**src/rtl/beep_sequencer.sv**
```systemverilog
// Priority beep arbiter: plays N on/off beeps of a divider tone for the lowest-index requester; BEEP_PREEMPT_EN enables preemption.
// Latency: Ack/Busy one edge after Req in IDLE; Buzzer lags the tone input by one cycle.
// Backpressure: requesters hold Req until Ack; requests arriving while busy wait for the next IDLE cycle.
module beep_sequencer #(
    parameter int CLK_HZ = 40_000_000,
    parameter int ON_MS  = 100,
    parameter int OFF_MS = 100
) (
    input  logic        Clk,
    input  logic        Rst_n,
    input  logic        Tone500,
    input  logic        Tone1k,
    input  logic        Tone2k,
    input  logic [2:0]  Req,
    input  logic [5:0]  ReqTone,
    input  logic [11:0] ReqCount,
    output logic [2:0]  Ack,
    output logic [2:0]  Done,
    output logic [2:0]  Abort,
    output logic        Busy,
    output logic [1:0]  Owner,
    output logic        Buzzer
);

    localparam int MS_CYC = CLK_HZ / 1000;
    localparam int PW     = $clog2(MS_CYC);

    typedef enum logic [1:0] {S_IDLE, S_ON, S_OFF} state_t;

    state_t        state_q, state_d;
    logic [PW-1:0] presc_q;
    logic [9:0]    phase_q;
    logic [3:0]    cnt_q;
    logic [1:0]    tone_q;
    logic [1:0]    owner_q;

    logic          ms_tick, phase_end, preempt, grant, beep_end;
    logic [1:0]    gnt_idx, req_tone, tone_code;
    logic [3:0]    req_cnt;
    logic [2:0]    gnt_oh, own_oh;
    logic [2:0]    ack_d, done_d, abort_d;
    logic          buz_d;

    assign ms_tick   = (presc_q == PW'(MS_CYC - 1));
    assign phase_end = ms_tick && (phase_q == 10'd1);
    assign gnt_oh    = 3'b001 << gnt_idx;
    assign own_oh    = 3'b001 << owner_q;
    assign Busy      = (state_q != S_IDLE);
    assign Owner     = owner_q;

    always_comb begin
        gnt_idx  = 2'd2;
        req_tone = ReqTone[5:4];
        req_cnt  = ReqCount[11:8];
        if (Req[0]) begin
            gnt_idx  = 2'd0;
            req_tone = ReqTone[1:0];
            req_cnt  = ReqCount[3:0];
        end else if (Req[1]) begin
            gnt_idx  = 2'd1;
            req_tone = ReqTone[3:2];
            req_cnt  = ReqCount[7:4];
        end
    end

`ifdef BEEP_PREEMPT_EN
    // Only a strictly lower index can steal the buzzer.
    assign preempt = (state_q != S_IDLE) &&
                     (((owner_q == 2'd1) && Req[0]) || ((owner_q == 2'd2) && (|Req[1:0])));
`else
    assign preempt = 1'b0;
`endif

    always_comb begin
        state_d  = state_q;
        ack_d    = 3'b000;
        done_d   = 3'b000;
        abort_d  = 3'b000;
        grant    = 1'b0;
        beep_end = 1'b0;
        case (state_q)
            S_IDLE: begin
                if (|Req) begin
                    ack_d = gnt_oh;
                    if (req_cnt == 4'd0) begin
                        done_d = gnt_oh;
                    end else begin
                        grant   = 1'b1;
                        state_d = S_ON;
                    end
                end
            end
            S_ON: begin
                if (preempt) begin
                    abort_d = own_oh;
                    state_d = S_IDLE;
                end else if (phase_end) begin
                    state_d = S_OFF;
                end
            end
            S_OFF: begin
                if (preempt) begin
                    abort_d = own_oh;
                    state_d = S_IDLE;
                end else if (phase_end) begin
                    beep_end = 1'b1;
                    if (cnt_q == 4'd1) begin
                        done_d  = own_oh;
                        state_d = S_IDLE;
                    end else begin
                        state_d = S_ON;
                    end
                end
            end
            default: state_d = S_IDLE;
        endcase
    end

    // Buzzer follows the next state so it drops on the same edge as a preempt or beep end.
    always_comb begin
        tone_code = grant ? req_tone : tone_q;
        buz_d     = 1'b0;
        if (state_d == S_ON) begin
            case (tone_code)
                2'b00:   buz_d = Tone500;
                2'b01:   buz_d = Tone1k;
                2'b10:   buz_d = Tone2k;
                default: buz_d = 1'b0;
            endcase
        end
    end

    always_ff @(posedge Clk or negedge Rst_n) begin
        if (!Rst_n) begin
            state_q <= S_IDLE;
            presc_q <= '0;
            phase_q <= '0;
            cnt_q   <= '0;
            tone_q  <= '0;
            owner_q <= 2'd3;
            Ack     <= '0;
            Done    <= '0;
            Abort   <= '0;
            Buzzer  <= 1'b0;
        end else begin
            state_q <= state_d;
            Ack     <= ack_d;
            Done    <= done_d;
            Abort   <= abort_d;
            Buzzer  <= buz_d;

            if (grant || ms_tick) presc_q <= '0;
            else                  presc_q <= presc_q + 1'b1;

            if (state_d != state_q) begin
                case (state_d)
                    S_ON:    phase_q <= 10'(ON_MS);
                    S_OFF:   phase_q <= 10'(OFF_MS);
                    default: phase_q <= '0;
                endcase
            end else if (ms_tick && (state_q != S_IDLE)) begin
                phase_q <= phase_q - 10'd1;
            end

            if (grant) begin
                cnt_q   <= req_cnt;
                tone_q  <= req_tone;
                owner_q <= gnt_idx;
            end else begin
                if (beep_end) cnt_q <= cnt_q - 4'd1;
                if (state_d == S_IDLE) owner_q <= 2'd3;
            end
        end
    end

endmodule

```
**config.mk**
```make
export PLATFORM = sky130hd
export DESIGN_NAME = beep_sequencer
export DESIGN_NICKNAME = d
export VERILOG_FILES = /design/src/rtl/beep_sequencer.sv
export SDC_FILE = /design/constraint.sdc
export NUM_CORES = 1
export LEC_CHECK = 0
export CORE_MARGIN = 8
export CORE_UTILIZATION = 50
export DETAILED_ROUTE_END_ITERATION = 8
export GPL_TIMING_DRIVEN = 0
export HOLD_SLACK_MARGIN = 0.12
export PLACE_DENSITY_LB_ADDON = 0.12
export SLEW_MARGIN = 15
export SYNTH_ARGS = -nofsm -noshare
export SYNTH_HDL_FRONTEND = slang
export SYNTH_SLANG_ARGS = --single-unit
```
**constraint.sdc**
```tcl
create_clock -name Clk -period 2.74 [get_ports Clk]
set_input_delay 0.548 -clock Clk [delete_from_list [all_inputs] [get_ports Clk]]
set_output_delay 0.548 -clock Clk [all_outputs]
set_load 0.02 [all_outputs]
```
==> metrics, run 1 <==
Critical Path AT roughly 2900 ps; fin area 0.00315 mm^2; H-Tree Depth 2; die span in x 86.5 um; largest net degree at the start of global routing 30; first-pass GRT wire length 8920 um; max-slew violation count 0; max incr delay on CP 390 ps; share of the synthesized area in the top cell type 0.413; Ant. Diodes 0; Final Cycle Share 0.977; share of layout cells above drive strength 1 0.171; Mapped Area 0.00248 mm^2; crit path capture type flop; Synth Area per Inst roughly 10 um^2; register area share after synthesis 0.434; Die Y 86.5 um; critical path type in2reg; CTS tree built; most numerous cell in the Yosys netlist dfrtp_1; Top delay family on crit path multiplexers; endpoints failing setup 0; Buffers on Ports 34; clock slew seen by the registers of the worst setup and hold paths around 80 ps; Max Cap Viol 0; CP bufs+invs 2; Yosys top cell by area dfrtp_1; CTS root buf clkbuf_8; Pwr Density 374 mW/mm^2; final antenna-violating net count 0; via count 1,971; CTS sink cnt 43; core footprint 0.00475 mm^2; CTS Buf Count 5; Slew HR 0.555; fin crit period 2680 ps; CP max FO 5; RePlAce Congestion 0.819; commonest cells in the netlist dfrtp_1 (41), nor2_1 (27), nand2_1 (24); # hold bufs at CTS 0; clk_skew between 5 and 6 ps; drc violations 0; DP Worst Slack -545 ps; Least-Margin Pin Slew ~660 ps; First DRT Iteration DRCs 95; Die ar. ~0.0075 mm^2; Worst EP required around 2900 ps; crit start category input pin; P&R area growth vs syn 26.9%; final setup margin 63.2 ps; Critical Path Slowest Stage Cell clkdlybuf4s50_1; Unique masters post-synth 52; DP Area 0.00293 mm^2; I/O pins 39; Max Fclk 374 MHz; VDD IR-drop max 0.189 mV; total power 1.18 mW; Clock Latency Late Sink approximately 300 ps; Synthesis Warnings 0; final hold vios 0; ys async rst share 1.00; CTS Buffer Depth 2; reg2reg start presc_q[7]; Storage cell area between 0.001 and 0.0015 mm^2; Seq cells post-synth 43; Leakage Power 1.43 nW; initial antenna violation count 0; row cnt 25; Final #Nets around 330; Vias/cell 5.39; status complete, no violations; number of synthesized flops with an enable pin 0; grt ovf 0; FILL cells 408; Initial Utilization 0.522; most used cell, CP mux2_1; DRT Pass-1 Iters 4; Post-Syn Instances around 250; multi-input combinational cell area 0.00137 mm^2; Hold Path Class in2async; Primary FF master, synth dfrtp_1; GRT Total Usage 0.150; WL/cell 14.7 um; top post-synthesis cells by area dfrtp_1 (41%), xor2_1 (4.6%), nor2_1 (4.1%); Crit. Startpoint ReqCount[7]; CP cell instances clkdlybuf4s50_1, mux2_1, mux2i_2, a41oi_2, buf_6, a21oi_1, o21a_1, ha_1, mux2_1, o22a_1; DP HPWL slightly below 4000 um; final WL 5390 um; vias in the first global route 1,936
-- path summary, 6_finish.rpt --
check / cells after the start / slack (ps) / endpoint
max: 10 / 60 / phase_q[2]
min: 1 / 150 / presc_q[10]
max reg2reg: 8 / 100 / phase_q[2]
min reg2reg: 2 / 520 / phase_q[1]
max in group asynchronous: 2 / 2050 / Owner[1]
min in group Clk: 2 / 450 / Owner[1]
-- power breakdown --
part           total, mW  switching [mW]  internal [mW]
clock              0.446           0.216          0.230
combinational     0.0971          0.0418         0.0553
sequential         0.635        0.000276          0.635
total               1.18           0.258          0.920
-- registers in the layout, indices dropped and copies added, names as in the netlist --
| name | count |
|---|---|
| tone_q | 2 |
| cnt_q | 4 |
| Ack | 3 |
| Buzzer | 1 |
| presc_q | 16 |
| Owner | 2 |
| Done | 3 |
| phase_q | 10 |
| state_q | 2 |
-- placed cells by master (no fill, tap or decap), types with 3 or more instances in the layout --
| master | n |
|---|---|
| o22a_1 | 3 |
| clkbuf_8 | 7 |
| nand2_1 | 24 |
| xor2_1 | 13 |
| buf_4 | 9 |
| nor2_1 | 27 |
| nand3_1 | 7 |
| ha_1 | 7 |
| xnor2_1 | 3 |
| mux2_1 | 5 |
| o31ai_1 | 4 |
| a21oi_1 | 11 |
| nor3_1 | 8 |
| buf_6 | 3 |
| inv_1 | 14 |
| buf_2 | 3 |
| clkdlybuf4s50_1 | 32 |
| mux2i_1 | 5 |
| dfrtp_1 | 41 |
| or3_1 | 7 |
| conb_1 | 3 |
| a22o_1 | 3 |
| nand4_1 | 4 |
| o21ai_0 | 8 |
-- worst reg2reg max path: cells and delay by family (launching register included) --
family	cells	cell delay [ps]
AO/OA/AOI/OAI	3	710
adder cells (fa/ha/maj)	1	270
flip-flops	1	470
multiplexers	1	290
AND/OR/NAND/NOR	3	790
-- final cells by class --
class,instances,area share
tap,67,0.0266
multi-input combinational,184,0.433
buffer,9,0.0222
timing repair buffer,41,0.127
clock buffer,8,0.0318
sequential,43,0.342
inverter,14,0.0167
-- metrics by stage --
stage                     instances  setup TNS, ps  utilization  hold WS (ps)
after floorplan                 250              0            -           252
after global placement          351          -5070        0.613           494
after detailed placement        352          -4410        0.616           489
after CTS                       360              0        0.643           157
after global routing            366          -85.0        0.662           178
final                           366              0        0.662           146
-- cell families after synthesis --
family,after synthesis,share of synthesized area
compound gates,44,0.141
xor+xnor,16,0.0565
fa+ha+maj,7,0.0353
buf+inv,23,0.0469
flops,43,0.434
mux,17,0.0741
other cells,1,0.00151
simple gates,97,0.211
-- repair_timing --
| item | CTS | global route |
|---|---|---|
| setup buffers | 0 | 6 |
| endpoints found under the setup margin | 3 | 3 |
| endpoints found under the hold margin | 0 | 0 |
| pin swaps | 0 | 2 |
| gates resized for setup | 7 | 7 |
-- layer usage --
layer	vias to the layer above	part of all wire	track usage
met2	30	0.47	0.246
met4	0	0.0096	0.0376
li1	973	-	-
met3	6	0.046	0.0501
met5	-	0	0
met1	962	0.47	0.184
Power figures use the tool's default switching activity.
==> run 2, diff against run 1 <==
--- a/config.mk
+++ b/config.mk
@@ -6,7 +6,7 @@
 export NUM_CORES = 1
 export LEC_CHECK = 0
 export CORE_MARGIN = 8
-export CORE_UTILIZATION = 50
+export CORE_UTILIZATION = 40
 export DETAILED_ROUTE_END_ITERATION = 8
 export GPL_TIMING_DRIVEN = 0
 export HOLD_SLACK_MARGIN = 0.12
==> run 2 against run 1 <==
Against the previous run:
- clock power is 31% higher
- maximum frequency up 0.61%
- routed wire length is 0.19% lower
- setup slack improved by 16 ps
- via count decreased by 4.1%
- power grew 12%
- combinational power decreased by 2%
==> metrics, run 2 (synthesized netlist as in run 1, its figures left out) <==
CTS root buf clkbuf_8 (unchanged); status complete, no violations (unchanged); fin cells 373 (was 366); Most flops, register presc_q (unchanged); # hold bufs at CTS 0 (unchanged); CTS Buffer Depth 2 (unchanged); Slew HR 0.662 (was 0.555); P&R area growth vs syn 29.2% (was 26.9%); Clock Latency Late Sink 300 ps (about the same); share of layout cells above drive strength 1 0.181 (was 0.171); final antenna-violating net count 0 (unchanged); Final Cycle Share 0.971 (was 0.977); clk_skew 12.2 ps (was 5.20 ps); first-pass GRT wire length 9150 um (was 8920 um); WL/cell 14.4 um (was 14.7 um); max-slew violation count 0 (unchanged); Die Y 94.8 um (was 86.5 um); most frequent cells in the layout dfrtp_1 (41), clkdlybuf4s50_1 (32), nor2_1 (27), nand2_1 (23), inv_1 (14) (was dfrtp_1 (41), clkdlybuf4s50_1 (32), nor2_1 (27), nand2_1 (24), inv_1 (14)); Ant. Diodes 0 (unchanged); Worst EP required 2920 ps (was 2930 ps); grt ovf 0 (unchanged); Top delay family on crit path multiplexers (unchanged); I/O pins 39 (unchanged); M2 GR Usage 0.196 (was 0.246); hold_ws 202 ps (was 146 ps); final setup margin 79.3 ps (was 63.2 ps); core footprint 0.00596 mm^2 (was 0.00475 mm^2); dpl cells 360 (was 352); Pwr Density 410 mW/mm^2 (was 374 mW/mm^2); met1 usage 0.170 (was 0.184); Die ar. 0.00898 mm^2 (was 0.00748 mm^2); DRT Pass-1 Iters 4 (unchanged); Vias/cell 5.07 (was 5.39); met3 GRT Util 0.0333 (was 0.0501); fin crit period 2660 ps (was 2680 ps); First DRT Iteration DRCs 46 (was 95); CTS sink cnt 43 (unchanged); drc violations 0 (unchanged); crit start category input pin (unchanged); CP bufs+invs 2 (unchanged); row cnt 28 (was 25); endpoints failing setup 0 (unchanged); Hold Path Class in2async (unchanged); most used cell, CP mux2_1 (unchanged); final hold vios 0 (unchanged); largest registers presc_q (16), phase_q (10), cnt_q (4) (unchanged); CP cell instances clkdlybuf4s50_1, mux2_1, mux2i_2, a41oi_2, buf_6, a21oi_2, o21a_1, ha_4, mux2_1, o22a_1 (was clkdlybuf4s50_1, mux2_1, mux2i_2, a41oi_2, buf_6, a21oi_1, o21a_1, ha_1, mux2_1, o22a_1); critical path type in2reg (unchanged); via count 1,891 (was 1,971); Max Fclk 376 MHz (was 374 MHz); max reg flops 16 (unchanged); DP HPWL 4080 um (was 3950 um); setup_tns 0 ps (unchanged); Critical Path Slowest Stage Cell clkdlybuf4s50_1 (unchanged); crit path capture type flop (unchanged); Initial Utilization 0.417 (was 0.522); CTS Buf Count 5 (unchanged); Leakage Power 1.45 nW (was 1.43 nW); vias in the first global route 1,894 (was 1,936); Max Cap Viol 0 (unchanged); initial antenna violation count 0 (unchanged); Final #Nets 330 (was 331); VDD IR-drop max 0.251 mV (was 0.189 mV); grt peak-use layer met2 (unchanged); GRT Total Usage 0.128 (was 0.150); CTS tree built (unchanged); CP max FO 4 (was 5); largest net degree at the start of global routing 25 (was 30); most common cell after layout, fill and taps aside dfrtp_1 (unchanged); Buffers on Ports 34 (unchanged); total power 1.32 mW (was 1.18 mW); max incr delay on CP 400 ps (was 390 ps); H-Tree Depth 2 (unchanged); die span in x 94.8 um (was 86.5 um); RePlAce Congestion 0.775 (was 0.819); clock slew seen by the registers of the worst setup and hold paths 90 ps (was 80 ps); DP Worst Slack -615 ps (was -545 ps); Least-Margin Pin Slew 507 ps (was 662 ps); Critical Path AT 2840 ps (was 2870 ps); final WL 5380 um (was 5390 um)
[run 2: metrics by stage]
step / cell area (um^2) / utilization
floorplan: 2490 / -
global placement: 2920 / 0.491
detailed placement: 2950 / 0.495
CTS: 3120 / 0.524
global route: 3210 / 0.538
finish: 3210 / 0.538
[run 2: worst reg2reg max path, stage by stage, from the launching register on]
cell     delay (ps)
dfrtp_1         450
nor4b_4         390
nand4_4         230
o31ai_4         340
or2_2           160
o21a_1          190
ha_4            230
mux2_1          280
o22a_1          200
[run 2: path summary, 6_finish.rpt]
| path | start | endpoint | slack (ps) | cells past startpoint |
|---|---|---|---|---|
| worst max-delay path | ReqCount[5] | phase_q[6] | 80 | 10 |
| worst min-delay path | Rst_n | presc_q[10] | 200 | 1 |
| worst max register to register | presc_q[14] | phase_q[6] | 160 | 8 |
| worst min register to register | phase_q[1] | phase_q[1] | 510 | 2 |
| max in group asynchronous | Rst_n | Owner[0] | 1960 | 2 |
| min in group Clk | Req[1] | Owner[1] | 460 | 2 |
[run 2: area by class of cell]
| class | instances | area, um^2 |
|---|---|---|
| clock inverter | 2 | 60.1 |
| inverter | 14 | 52.6 |
| timing repair buffer | 40 | 399 |
| tap | 75 | 93.8 |
| multi-input combinational | 184 | 1380 |
| sequential | 43 | 1080 |
| fill | 559 | 2750 |
| buffer | 9 | 70.1 |
| clock buffer | 6 | 72.6 |
[run 2: what timing repair did]
| item | CTS | global route |
|---|---|---|
| endpoints found under the setup margin | 3 | 3 |
| pin swaps | 0 | 3 |
| setup buffers | 0 | 5 |
| gates resized for setup | 10 | 7 |
[run 2: where the power goes]
part	switching, mW	internal [mW]	leakage (nW)
clock	0.221	0.365	0.0654
combinational	0.0414	0.0538	0.824
sequential	0.000174	0.635	0.556
[run 2: per-layer routing]
| layer | wire (um) | up-vias |
|---|---|---|
| met5 | 0 | - |
| met4 | 77 | 0 |
| met3 | 228 | 8 |
| met2 | 2660 | 21 |
| met1 | 2410 | 899 |
| li1 | - | 963 |
==> RTL edit 1, RTL diff (config.mk and constraints of run 1) <==
Build with the macro `BEEP_PREEMPT_EN` defined.
--- a/src/rtl/beep_sequencer.sv
+++ b/src/rtl/beep_sequencer.sv
@@ -3,2 +3,4 @@
 // Backpressure: requesters hold Req until Ack; requests arriving while busy wait for the next IDLE cycle.
+`define BEEP_PREEMPT_EN
+
 module beep_sequencer #(
Behaviour: not the same (Yosys sat finds a counterexample within 4 cycles, from zero or initial values and one cycle with Rst_n low).
==> RTL edit 1 against run 1 <==
Worst hold slack got worse by 6.6 ps; worst setup slack improved by 29 ps; sequential share of layout area fell by 0.19 points; clock skew rose by 8.9 ps; synthesized area rose by 6.9%; wire length rose by 5.5%; design area rose by 7.8%; sequential cell count rose by 3; synthesized cell count rose by 9.3%; largest cell class unchanged.
Power is not compared: it rests on default switching activity, and its combinational part moved more than twofold at a synthesized area within 25%.
==> RTL edit 1: results (changes against run 1) <==
| Metric | Value |
|---|---|
| Fin nets | 360 (was 331) |
| Max layer used | met4 (unchanged) |
| Vias in the first global route | 1920 (was 1936) |
| Met2 Usage GRT | 23.7% (was 24.6%) |
| Post-Place Cell Area | 3130 um^2 (was 2930 um^2) |
| Avg Inst Size Synth | 9.79 um^2 (was 10.0 um^2) |
| #FFs+latches synth | 46 (was 43) |
| Hold_ws | 139 ps (was 146 ps) |
| DRT met1 WL | 2530 um (was 2550 um) |
| RD Place Congestion | 0.825 (was 0.819) |
| Grt met3 use | 2.97% (was 5.01%) |
| Synth top area cells | dfrtp_1, nor2_1, ha_1 (was dfrtp_1, xor2_1, nor2_1) |
| Cell family with most CP delay | simple AND/OR/NAND/NOR gates (was multiplexers) |
| DP HPWL | 4050 um (was 3950 um) |
| CP Data Arrival Time | 2830 ps (was 2870 ps) |
| Signal buffers share of area | 14.0% (was 14.9%) |
| Biggest regs | presc_q: 16 flops, phase_q: 10 flops, cnt_q: 4 flops (unchanged) |
| Multi-input logic portion of the cell area | 44.6% (was 43.3%) |
| Synthesized net count | ~310 |
| Slowest CP cell | or4b_4 (was clkdlybuf4s50_1) |
| Clk tree area frac | 3.24% (was 3.18%) |
| Total GRT Usage | 14.7% (was 15.0%) |
| Sequential element share of the synthesized area | 43.5% (was 43.4%) |
| Count of multi-input gates | 205 (was 184) |
| Bufs w/o clock | 51 (was 50) |
| Slowest stage delay, CP | 580 ps (was 390 ps) |
| Post-synth top cells | dfrtp_1, nor2_1, nand2_1, inv_1 (was dfrtp_1, nor2_1, nand2_1, inv_1, xor2_1) |
| Ys Warns | 0 (unchanged) |
| DR WL met3 | 276 um (was 247 um) |
| Status | finished clean (unchanged) |
| Clk_lat worst skew | 300 ps (about the same) |
| Worst setup path start | presc_q[8] (was ReqCount[7]) |
| Netlist cell types | 51 (was 52) |
| Vias | 2072 (was 1971) |
| WL/cell | 14.4 um (was 14.7 um) |
| Seq. cell area | 1160 um^2 (was 1080 um^2) |
| Crit Path Category | register to register (was input pin to register) |
| Met1 Use GR | 18.8% (was 18.4%) |
| Reg2Reg Depth | 7 (was 8) |
| Metal2 WL | 2810 um (was 2540 um) |
| PostCTS Resize Cnt | 11 (was 7) |
| Starting DRT DRC Count | 112 (was 95) |
| Fill count | 414 (was 408) |
| Post-CTS setup buffers | 2 (was 0) |
| Port bufs | 37 (was 34) |
| Largest net degree at the start of global routing | 33 (was 30) |
| Share of post-route cells with drive strength above 1 | 16.7% (was 17.1%) |
| Clk_skew | 14.1 ps (was 5.20 ps) |
| Worst Path Max Fanout | 3 (was 5) |
| Flop2flop setup slack | 90 ps |
| First-pass GRT wire length | 9070 um (was 8920 um) |
## RTL edit 1: cell count changes in the layout (fill, tap and decap cells not counted), sizes merged, moves of 4 or more
cell    before  now
clkbuf       9   13
nor2        27   43
xnor2        3   13
or3          7    1
a21oi       13    8
ha           7   11
nand2b       1    5
nand3        8   12
buf         16   10
o31ai        6    1
## RTL edit 1: stage by stage
stage | cells | worst slack, ps | setup TNS, ps | utilization, %
detailed placement | 379 | -593 | -11560 | 61.2
finish | 394 | 92.0 | 0 | 66.5
global route | 394 | -3.28 | -3.71 | 66.5
CTS | 389 | 19.0 | 0 | 64.7
floorplan | 271 | 159 | 0 | -
global placement | 378 | -590 | -18180 | 60.9
## RTL edit 1: logic make-up (layout without fill, tap and decap cells)
family	after synthesis	count (layout)	share of synthesized area, %
compound gates	30	30	8.11
mux	20	20	8.53
flops	46	46	43.5
xor+xnor	26	26	8.58
fa+ha+maj	11	11	5.19
other cells	1	1	0.141
buf+inv	20	73	2.88
simple gates	117	117	23.1
==> RTL edit 2, RTL diff (flow settings as in run 1) <==
Without the edit above. The 3 states of `state_t` get a one-hot encoding in 3 bits.
--- a/src/rtl/beep_sequencer.sv
+++ b/src/rtl/beep_sequencer.sv
@@ -27,3 +27,3 @@
 
-    typedef enum logic [1:0] {S_IDLE, S_ON, S_OFF} state_t;
+    typedef enum logic [2:0] {S_IDLE = 3'b001, S_ON = 3'b010, S_OFF = 3'b100} state_t;
 
Check against the original RTL: no difference found for any inputs over 10 cycles, from zero or initial values and one cycle with Rst_n low; not proved beyond that.
==> RTL edit 2 against run 1 <==
Worst setup slack gained 170 ps; worst hold slack gained 5.0 ps; maximum frequency grew 7.0%; wire length shrank 6.3%; global-route usage grew 0.090 points; design area shrank 4.2%; register-to-register slack gained 140 ps; synthesized area shrank 1.7%; total power grew 18%; sequential cell count grew 1; core utilization shrank 2.4 points.
==> RTL edit 2: results (changes against run 1) <==
| Metric | Value |
|---|---|
| Vias in the first global route | 1912 (was 1936) |
| Reg2Reg Depth | 9 (was 8) |
| Critical path launch point type | register (was input pin) |
| Synth Area in Adders | 2.56% (was 3.53%) |
| Compound-gate portion of the synthesized area | 9.89% (was 14.1%) |
| Fin nets | 323 (was 331) |
| Post-Route WL | 5050 um (was 5390 um) |
| First-pass GRT wire length | 8830 um (was 8920 um) |
| Sequential element share of the synthesized area | 45.3% (was 43.4%) |
| Total GRT Usage | 15.1% (was 15.0%) |
| Clk_lat worst skew | 300 ps (about the same) |
| Root Driver | clkbuf_8 (unchanged) |
| VDD IR max | 0.400 mV (was 0.189 mV) |
| Cells after DPL | 352 (unchanged) |
| XOR/XNOR Fraction of Synth Area | 9.33% (was 5.65%) |
| Port bufs | 33 (was 34) |
| CP Data Arrival Time | 2700 ps (was 2870 ps) |
| Synth top area cells | dfrtp_1, nor2_1, xor2_1 (was dfrtp_1, xor2_1, nor2_1) |
| Slowest stage delay, CP | 520 ps (was 390 ps) |
| DP HPWL | 3830 um (was 3950 um) |
| Post-synth top cells | dfrtp_1, nor2_1, nand2_1, xor2_1, xnor2_1 (was dfrtp_1, nor2_1, nand2_1, inv_1, xor2_1) |
| Largest net degree at the start of global routing | 30 (unchanged) |
| Via/cell ratio | 5.24 (was 5.39) |
| Share of post-route cells with drive strength above 1 | 11.9% (was 17.1%) |
| Cells after Synth | 249 (was 248) |
| Netlist cell types | 53 (was 52) |
| Worst Path Max Fanout | 10 (was 5) |
| Biggest regs | presc_q: 16 flops, phase_q: 10 flops, cnt_q: 4 flops (unchanged) |
| Slowest CP cell | dfstp_2 (was clkdlybuf4s50_1) |
| WL/cell | 14.0 um (was 14.7 um) |
| Relative slew slack | 61.2% (was 55.5%) |
| Status | finished clean (unchanged) |
| Reg2Reg Launch Point | state_q[0] (was presc_q[7]) |
| Clk_skew | 6.60 ps (was 5.20 ps) |
| Starting DRT DRC Count | 63 (was 95) |
| Post-synthesis mux area share | 5.07% (was 7.41%) |
| Ys Warns | 0 (unchanged) |
| Antenna Cells | 0 (unchanged) |
| Clock Pin Slew Worst Setup and Hold Paths | 80 ps (about the same) |
| Class of the worst hold path | input pin to asynchronous set/reset pin (unchanged) |
| RD Place Congestion | 0.848 (was 0.819) |
| Static leakage | 1.34 nW (was 1.43 nW) |
| Cell family with most CP delay | buffers and inverters (was multiplexers) |
## RTL edit 2: cell count changes in the layout (fill, tap and decap cells not counted), sizes merged, moves of 4 or more
cell and change:
nor2 +13, a21oi -9, xnor2 +8, and3 +7
inv -7, nand2 -7, o31ai -6, or3 -6
buf -5, mux2 -5, o21ai -4
## RTL edit 2: through the flow
stage / util (%) / setup WS [ps] / TNS, ps / instance area [um^2]
2_1_floorplan: - / 434 / 0 / 2450
3_3_place_gp: 60.6 / -46.3 / -1830 / 2860
3_5_place_dp: 60.9 / 57.8 / 0 / 2880
4_1_cts: 63.7 / 69.2 / 0 / 3010
5_1_grt: 63.9 / 62.6 / 0 / 3020
6_report: 63.9 / 238 / 0 / 3020
## RTL edit 2: worst paths after layout
path / slack, ps / to
worst max-delay path: 240 / presc_q[12]
max in group asynchronous: 2050 / state_q[0]
worst min register to register: 520 / presc_q[0]
worst max register to register: 240 / presc_q[12]
worst min-delay path: 150 / cnt_q[0]
min in group Clk: 520 / presc_q[0]
## RTL edit 2: routing by layer
layer / up-vias / GRT usage [%] / part of all wire (%)
met4: 0 / 3.98 / 1.4
met2: 27 / 23.7 / 45
li1: 940 / - / -
met3: 8 / 4.87 / 3.7
met1: 911 / 19.5 / 50
met5: - / 0 / 0
## RTL edit 2: final cells by class
type                            count  area [um^2]
Buffer                             11         67.6
Clock buffer                        6         72.6
Clock inverter                      2         60.1
Fill cell                         404         1710
Inverter                            8         33.8
Multi-Input combinational cell    188         1250
Sequential cell                    44         1100
Tap cell                           67         83.8
Timing Repair Buffer               34          348
## RTL edit 2: cells by family (layout without fill, tap and decap cells)
kind of cell             count (synthesis)  after routing
adder cells (fa/ha/maj)                  5              5
AO/OA/AOI/OAI                           30             30
AND/OR/NAND/NOR                        112            112
multiplexers                            12             12
flip-flops                              44             44
other                                    1              3
XOR/XNOR                                26             26
buffers and inverters                   19             61
## RTL edit 2: worst reg2reg max path, stage by stage, from the launching register on
cell and delay, ps:
dfstp_2 520, buf_2 200, and2_2 250, clkinvlp_4 200
a41o_1 320, or2_1 230, buf_4 170, nand2_1 170
buf_2 260, nor2_1 90
## RTL edit 2: timing repair
action / 4_1_cts / 5_1_grt
setup buffers: 0 / 0
setup endpoints to repair: 0 / 9
gates resized for setup: 0 / 2
## RTL edit 2: power by group
part / total (mW) / leakage [nW] / switching, mW / internal (mW)
logic: 0.124 / 0.721 / 0.0566 / 0.0673
clock network: 0.592 / 0.0654 / 0.227 / 0.364
registers: 0.670 / 0.553 / 0.00869 / 0.661
